`src/rtl/bcd_subtractor_serial.sv`:
```
// Digit-serial BCD subtractor: D = X - Y - bin, one BCD digit per clock,
// least-significant digit first, with a start/busy/done handshake, a borrow-out
// sign flag, an invalid-digit error flag and per-digit seven-segment codes.
//
// Optional build macro BCD_SUB_SIGN_MAGNITUDE_EN: when defined, a negative
// result is converted from ten's complement to its magnitude in a FIX pass of
// DIGITS extra cycles. When undefined, negative results stay in ten's
// complement and the FIX state does not exist.
module bcd_subtractor_serial #(
  parameter int DIGITS = 2
) (
  input  logic                  clk,
  input  logic                  rst_n,
  input  logic                  start,
  input  logic [4*DIGITS-1:0]   X,
  input  logic [4*DIGITS-1:0]   Y,
  input  logic                  bin,
  output logic [4*DIGITS-1:0]   D,
  output logic                  negative,
  output logic                  error,
  output logic                  busy,
  output logic                  done,
  output logic [7*DIGITS-1:0]   SEG
);

  localparam int IW = (DIGITS > 1) ? $clog2(DIGITS) : 1;
  localparam logic [IW-1:0] LAST_IDX = IW'(DIGITS - 1);

  localparam logic [1:0] S_IDLE = 2'd0;
  localparam logic [1:0] S_SUB  = 2'd1;
`ifdef BCD_SUB_SIGN_MAGNITUDE_EN
  localparam logic [1:0] S_FIX  = 2'd2;
`endif
  localparam logic [1:0] S_FIN  = 2'd3;

  logic [1:0]          state;
  logic [IW-1:0]       idx;
  logic                borrow;
  logic [4*DIGITS-1:0] x_reg;
  logic [4*DIGITS-1:0] y_reg;

  logic [3:0] digit_a;
  logic [3:0] digit_b;
  logic [4:0] diff5;
  logic [3:0] dig_out;
  logic       dig_borrow;
  logic       invalid_in;

  // Seven-segment code, active-high, bit order {g,f,e,d,c,b,a}; A-F shown as hex.
  function automatic logic [6:0] seg_of(input logic [3:0] v);
    logic [6:0] s;
    case (v)
      4'h0: s = 7'h3F;
      4'h1: s = 7'h06;
      4'h2: s = 7'h5B;
      4'h3: s = 7'h4F;
      4'h4: s = 7'h66;
      4'h5: s = 7'h6D;
      4'h6: s = 7'h7D;
      4'h7: s = 7'h07;
      4'h8: s = 7'h7F;
      4'h9: s = 7'h6F;
      4'hA: s = 7'h77;
      4'hB: s = 7'h7C;
      4'hC: s = 7'h39;
      4'hD: s = 7'h5E;
      4'hE: s = 7'h79;
      default: s = 7'h71;
    endcase
    return s;
  endfunction

  // Flag any incoming X or Y digit above 9 so it can be captured with the operands.
  always_comb begin
    // NOTE: every variable assigned in always_comb gets a default first, so no latch is inferred.
    invalid_in = 1'b0;
    for (int k = 0; k < DIGITS; k++) begin
      if (X[4*k +: 4] > 4'd9 || Y[4*k +: 4] > 4'd9) invalid_in = 1'b1;
    end
  end

  // Single-digit subtract with borrow; FIX reuses it as 0 - Dk - borrow.
  always_comb begin
    digit_a = x_reg[idx*4 +: 4];
    digit_b = y_reg[idx*4 +: 4];
`ifdef BCD_SUB_SIGN_MAGNITUDE_EN
    if (state == S_FIX) begin
      digit_a = 4'd0;
      digit_b = D[idx*4 +: 4];
    end
`endif
    diff5 = {1'b0, digit_a} - {1'b0, digit_b} - {4'd0, borrow};
    if (diff5[4]) begin
      dig_out    = diff5[3:0] + 4'd10;
      dig_borrow = 1'b1;
    end else begin
      dig_out    = diff5[3:0];
      dig_borrow = 1'b0;
    end
  end

  // Control FSM plus operand, result and flag registers.
  always_ff @(posedge clk or negedge rst_n) begin
    // NOTE: the operand registers are reset too; they are plain flops, not a memory, so this is cheap and keeps simulation X-free.
    if (!rst_n) begin
      state    <= S_IDLE;
      idx      <= '0;
      borrow   <= 1'b0;
      x_reg    <= '0;
      y_reg    <= '0;
      D        <= '0;
      negative <= 1'b0;
      error    <= 1'b0;
      busy     <= 1'b0;
      done     <= 1'b0;
    end else begin
      // NOTE: sequential state uses non-blocking assignments so every register sees pre-edge values.
      done <= 1'b0;
      case (state)
        S_IDLE: begin
          if (start) begin
            x_reg  <= X;
            y_reg  <= Y;
            D      <= '0;
            error  <= invalid_in;
            busy   <= 1'b1;
            idx    <= '0;
            borrow <= bin;
            state  <= S_SUB;
          end
        end
        S_SUB: begin
          D[idx*4 +: 4] <= dig_out;
          borrow        <= dig_borrow;
          if (idx == LAST_IDX) begin
            negative <= dig_borrow;
            idx      <= '0;
`ifdef BCD_SUB_SIGN_MAGNITUDE_EN
            if (dig_borrow) begin
              borrow <= 1'b0;
              state  <= S_FIX;
            end else begin
              busy  <= 1'b0;
              state <= S_FIN;
            end
`else
            busy  <= 1'b0;
            state <= S_FIN;
`endif
          end else begin
            idx <= idx + 1'b1;
          end
        end
`ifdef BCD_SUB_SIGN_MAGNITUDE_EN
        S_FIX: begin
          D[idx*4 +: 4] <= dig_out;
          borrow        <= dig_borrow;
          if (idx == LAST_IDX) begin
            idx   <= '0;
            busy  <= 1'b0;
            state <= S_FIN;
          end else begin
            idx <= idx + 1'b1;
          end
        end
`endif
        S_FIN: begin
          done  <= 1'b1;
          state <= S_IDLE;
        end
        default: state <= S_IDLE;
      endcase
    end
  end

  // Decode each registered result digit for the display.
  always_comb begin
    SEG = '0;
    for (int k = 0; k < DIGITS; k++) begin
      SEG[7*k +: 7] = seg_of(D[4*k +: 4]);
    end
  end

endmodule

```
`config.mk`:
```
export PLATFORM = sky130hd
export DESIGN_NAME = bcd_subtractor_serial
export DESIGN_NICKNAME = d
export VERILOG_FILES = /design/src/rtl/bcd_subtractor_serial.sv
export SDC_FILE = /design/constraint.sdc
export NUM_CORES = 1
export LEC_CHECK = 0
export CAP_MARGIN = 20
export CORE_ASPECT_RATIO = 1.75
export CORE_MARGIN = 3
export CORE_UTILIZATION = 39
export CTS_CLUSTER_SIZE = 8
export DETAILED_ROUTE_END_ITERATION = 7
export MAX_ROUTING_LAYER = met4
export PLACE_DENSITY = 0.66
export SLEW_MARGIN = 20
export SYNTH_ARGS = -nofsm -noshare
export SYNTH_HDL_FRONTEND = slang
export SYNTH_SLANG_ARGS = --single-unit
```
`constraint.sdc`:
```
create_clock -name clk -period 3.77 [get_ports clk]
set_clock_uncertainty 0.05 [all_clocks]
set_input_delay 0.377 -clock clk [delete_from_list [all_inputs] [get_ports clk]]
set_output_delay 0.377 -clock clk [all_outputs]
set_load 0.005 [all_outputs]
```
==> impl_metrics.json, run 1 <==
{
  "drt-total-wl_um": 4090,
  "setup-tns-final_ps": 0,
  "synthCells": 211,
  "dr_total_vias": 1648,
  "start_util_pct": 41.3,
  "setup_viol": 0,
  "ant_nets": 0,
  "ys.flop_type": "dfrtp_1",
  "clock_latency_ps": 280,
  "hp-class": "in2async",
  "via_per_inst": 5.28,
  "hold_buffers": 0,
  "clock-sinks": 32,
  "final.setup.worst_slack_ps": 935,
  "die_h_um": 103,
  "r2r_slack_ps": 940,
  "max_slew_margin_pct": 71.2,
  "core-area_sq_um": 5060,
  "period_share_pct": 75.2,
  "cp-startpoint": "idx$_DFFE_PN0P_",
  "startpoint_type": "flop",
  "yosys_warnings": 0,
  "grt_max_degree": 33,
  "endpoint": "D[2]$_DFFE_PN0P_",
  "ioPinCount": 46,
  "fp.dieW_um": 61.4,
  "synthAdderAreaFrac_pct": 13.3,
  "n_antenna_cell": 0,
  "design.die.area_sq_um": 6310,
  "status": "finished clean",
  "synth.ff_latch_count": 32,
  "gp_congestion": 0.780,
  "clock_path_buffers": 2,
  "synth_compound_area_share_pct": 14.2,
  "r2r_cells": 9,
  "post_cts_buffers": 0,
  "ys_types": 36,
  "clk_pin_slew_ps": 70,
  "slew_viol_final": 0,
  "r2r-start": "idx$_DFFE_PN0P_",
  "holdWs_ps": 436,
  "synth_mux_area_share_pct": 14.8,
  "area_growth_pct": 28.1,
  "synth_seq_area_share_pct": 38.3,
  "reg2reg_to": "D[2]$_DFFE_PN0P_",
  "drive_above_1_share_pct": 12.8,
  "synth_top_family_by_area": "multiplexers",
  "fmax_ghz": 0.353,
  "wire_per_inst_um": 13.1,
  "drv_cap": 0,
  "leakage_nw": 1.16,
  "synth-xor-area-share_pct": 2.09,
  "dp_hpwl_um": 3330,
  "ir_drop_mv": 0.623,
  "portBuffers": 45,
  "end_kind": "flop",
  "synth-async-reset-ratio_pct": 100,
  "h-tree-depth": 2,
  "core.rowCount": 34,
  "cts_resized": 0,
  "max_slew.worst_pin.slew_ps": 432,
  "grt_pass1_wl_um": 7200,
  "layout.nets": 298,
  "rsz0062_at_grt": "false",
  "overflow": 0,
  "required_ps": 3870,
  "cts_buffers": 5,
  "dpl_worst_slack_ps": 927,
  "power_density_nw_per_um2": 1120,
  "critPathMaxFanout": 12,
  "path_class": "reg2reg",
  "drtIter0Drc": 61,
  "avgSynthCellArea_sq_um": 9.91,
  "yosys.area_share.simple_pct": 12.0,
  "post-route-min-period_ps": 2830,
  "dr.pass1.iters": 4,
  "worstPathArrival_ps": 2940,
  "p_total_mw": 3.00,
  "grt.total_usage_pct": 15.5,
  "antenna_found_initial": 0,
  "hold_viol": 0,
  "synth_edf_count": 0,
  "route.detailed.drc": 0,
  "netlist_area_sq_um": 2090,
  "grt_pass1_vias": 1695,
  "synth_nets": 252,
  "tritoncts": "yes",
  "clock_tree.root_cell": "clkbuf_8"
}
## metrics by stage
| stage | instance area [sq um] | util (%) | cells |
|---|---|---|---|
| global route | 2680 | 52.9 | 312 |
| detailed placement | 2590 | 51.1 | 304 |
| global placement | 2590 | 51.1 | 304 |
| CTS | 2680 | 52.9 | 312 |
| finish | 2680 | 52.9 | 312 |
| floorplan | 2090 | - | 211 |
## worst min path at each step
stage / end / cells past startpoint / slack [ps]
floorplan: D[0]$_DFFE_PN0P_ / 0 / 30
global placement: busy$_DFFE_PN0P_ / 1 / 420
detailed placement: busy$_DFFE_PN0P_ / 1 / 430
CTS: state[1]$_DFFE_PN0P_ / 2 / 450
global route: busy$_DFFE_PN0P_ / 1 / 460
finish: y_reg[2]$_DFFE_PN0P_ / 2 / 440
## routing by layer
layer	share of wire [%]	vias up	track usage [%]
met4	2.4	0	6.21
met5	0	-	-
met1	36	778	14.5
met2	58	45	29.4
li1	-	815	-
met3	4.1	10	2.76
## synth_stat cells, drive strengths merged (4+ instances only)
| master | instances | share of area (%) |
|---|---|---|
| dfrtp | 32 | 38 |
| mux2 | 20 | 11 |
| clkbuf | 4 | 0.72 |
| a22oi | 5 | 1.8 |
| nor2 | 14 | 2.5 |
| inv | 19 | 3.4 |
| a21oi | 8 | 1.9 |
| ha | 19 | 11 |
| o21ai | 25 | 6.0 |
| nor3 | 4 | 0.96 |
| buf | 4 | 1.3 |
| mux2i | 4 | 1.9 |
| nand2 | 16 | 2.9 |
| nor2b | 7 | 2.1 |
## power by group
part	internal, mW	total (mW)	switching [mW]
logic	1.08	2.02	0.936
clock network	0.149	0.264	0.116
registers	0.524	0.721	0.198
## cell families (layout without fill, tap and decap cells)
family | Yosys count | count (layout)
and+or+nand+nor | 52 | 52
adders and majority gates | 21 | 21
xor gates and xnor gates | 5 | 5
AOI/OAI and AO/OA | 48 | 48
DFF | 32 | 32
muxes | 26 | 26
buffers and inverters | 27 | 74
## cell type report
class	instances	area [sq um]
fillers	456	2380
multi-input cells	152	1180
flip-flops and latches	32	801
repair buffers	47	465
clock buffers	8	90.1
inverters	19	71.3
well taps	54	67.6
## placed cells by master, fill, tap and decap left out, types with 2 or more instances in the layout
master,count
mux2_2,20
clkdlybuf4s50_1,45
a22o_1,3
clkbuf_8,6
a22oi_1,5
and2_1,2
xor2_1,2
mux2i_1,4
nand2_1,16
a21oi_1,8
ha_1,19
buf_4,2
mux4_2,2
nor3_1,4
fa_1,2
inv_1,19
nor2b_1,7
o21ai_1,2
dfrtp_1,32
xnor2_1,3
nor2_1,14
o21ai_0,23
clkbuf_1,2
nand2b_1,3
## critical path, stage by stage (launching register included)
cell and delay [ps]:
dfrtp_1 610, mux2_2 400, fa_1 390, inv_1 90
fa_1 410, inv_1 100, ha_1 250, a21oi_1 130
o2111a_1 220, o21ai_0 70
No activity file was read; power rests on OpenSTA's default activity.
==> run 2, diff against run 1 <==
--- a/config.mk
+++ b/config.mk
@@ -12,7 +12,7 @@
 export CTS_CLUSTER_SIZE = 8
 export DETAILED_ROUTE_END_ITERATION = 7
 export MAX_ROUTING_LAYER = met4
-export PLACE_DENSITY = 0.66
+export PLACE_DENSITY = 0.69
 export SLEW_MARGIN = 20
 export SYNTH_ARGS = -nofsm -noshare
 export SYNTH_HDL_FRONTEND = slang
==> constraint.sdc (replaced) <==
create_clock -name clk -period 2.3 [get_ports clk]
set_clock_uncertainty 0.05 [all_clocks]
set_input_delay 0.23 -clock clk [delete_from_list [all_inputs] [get_ports clk]]
set_output_delay 0.23 -clock clk [all_outputs]
set_load 0.005 [all_outputs]
==> impl_metrics.json, run 2 (synthesis results as in run 1) <==
{
  "status": "complete, but fails checks",
  "violations": "setup timing",
  "hold_buffers": 0,
  "dr.pass1.iters": 4,
  "gp_congestion": 0.840,
  "critPathMaxFanout": 5,
  "overflow": 0,
  "antenna_found_initial": 0,
  "final_cell_mix": "43 x clkdlybuf4s50_1, 30 x dfrtp_1, 26 x buf_4, 19 x o21ai_0, 18 x mux2_2",
  "area_growth_pct": 43.7,
  "stdcell_area_sq_um": 3010,
  "drt-total-wl_um": 4980,
  "core-area_sq_um": 5060,
  "required_ps": 2410,
  "cts_buffers": 5,
  "n_antenna_cell": 0,
  "design.die.area_sq_um": 6310,
  "multi_input_area_sq_um": 1310,
  "crit_buf_inv": 2,
  "drv_cap": 0,
  "grt_pass1_wl_um": 7600,
  "period_share_pct": 109,
  "startpoint_type": "flop",
  "die_h_um": 103,
  "max_slew_margin_pct": 73.2,
  "layout.nets": 323,
  "fillers": 436,
  "cp_cell_sequence": "mux2_4 -> fa_2 -> inv_2 -> fa_2 -> inv_2 -> ha_4 -> a21oi_2 -> o2111a_1 -> o21ai_1",
  "final.setup.worst_slack_ps": -215,
  "fp.dieW_um": 61.4,
  "h-tree-depth": 2,
  "grt_pass1_vias": 1778,
  "setup-tns-final_ps": -982,
  "wire_per_inst_um": 14.8,
  "clock_path_buffers": 2,
  "clock_tree.root_cell": "clkbuf_8",
  "dpl_worst_slack_ps": -273,
  "dp_hpwl_um": 3740,
  "path_class": "reg2reg",
  "clk_pin_slew_ps": 80,
  "clock_latency_ps": 290,
  "ant_nets": 0,
  "clock-sinks": 32,
  "core.rowCount": 34,
  "hp-class": "in2async",
  "slew_viol_final": 0,
  "via_per_inst": 5.27,
  "hold_viol": 0,
  "max_slew.worst_pin.slew_ps": 401,
  "start_util_pct": 41.3,
  "grt_max_degree": 33,
  "post-route-min-period_ps": 2520,
  "setup_viol": 7,
  "worstPathArrival_ps": 2630,
  "slowest_delay_ps": 460,
  "rsz0062_at_grt": "true",
  "grt.total_usage_pct": 16.6,
  "tritoncts": "yes",
  "mostFrequentLayoutCell": "clkdlybuf4s50_1",
  "fmax_ghz": 0.398,
  "drtIter0Drc": 56,
  "slowest_stage": "dfrtp_2",
  "placed_area_sq_um": 2720,
  "route.detailed.drc": 0,
  "portBuffers": 45,
  "drive_above_1_share_pct": 30.0,
  "end_kind": "flop",
  "holdWs_ps": 278,
  "dr_total_vias": 1777,
  "ioPinCount": 46,
  "path_delay_family": "adder cells",
  "layout.area.seq_sq_um": 803
}
run 2: cell types whose count changed in the layout (fill, tap and decap cells not counted), sizes merged:
cell / change
buf: +25
clkdlybuf4s50: -2
clkbuf: -1
clkinvlp: +1
dlygate4sd2: +1
dlymetal6s2s: +1
run 2: cell type report:
cell class	instances	area share, %
clock buffer	7	2.87
multi-input combinational	152	43.6
inverter	19	2.37
clock inverter	1	0.250
tap	54	2.25
timing repair buffer	72	21.9
sequential	32	26.7
run 2: stage by stage:
step,cells,util (%)
floorplan,211,-
global placement,321,53.8
detailed placement,321,53.8
CTS,334,57.5
global route,337,59.4
finish,337,59.4
run 2: timing repair:
| action | CTS | global route |
|---|---|---|
| pin swaps | 4 | 7 |
| endpoints found under the setup margin | 11 | 15 |
| buffers inserted | 5 | 3 |
| gates resized for setup | 14 | 21 |
run 2: metal layers:
layer  global-route usage (%)  share of wire (%)
met2                     32.3                 61
met4                     7.52                2.5
met1                     14.9                 34
met3                     2.26                2.7
met5                        -                  0
run 2: path summary, 6_finish.rpt:
path	depth (start not counted)	from	endpoint	slack (ps)
max in group asynchronous	2	rst_n	D[1]$_DFFE_PN0P_	1600
min reg2reg	1	busy$_DFFE_PN0P_	busy$_DFFE_PN0P_	430
max reg2reg	9	idx$_DFFE_PN0P_	D[6]$_DFFE_PN0P_	-220
max	9	idx$_DFFE_PN0P_	D[6]$_DFFE_PN0P_	-220
min in group clk	1	busy$_DFFE_PN0P_	busy$_DFFE_PN0P_	430
min	2	rst_n	state[0]$_DFFE_PN0P_	280
Power of run 2 is not shown: default switching activity piles up to over one toggle a cycle in this logic, so the estimate is an artifact.
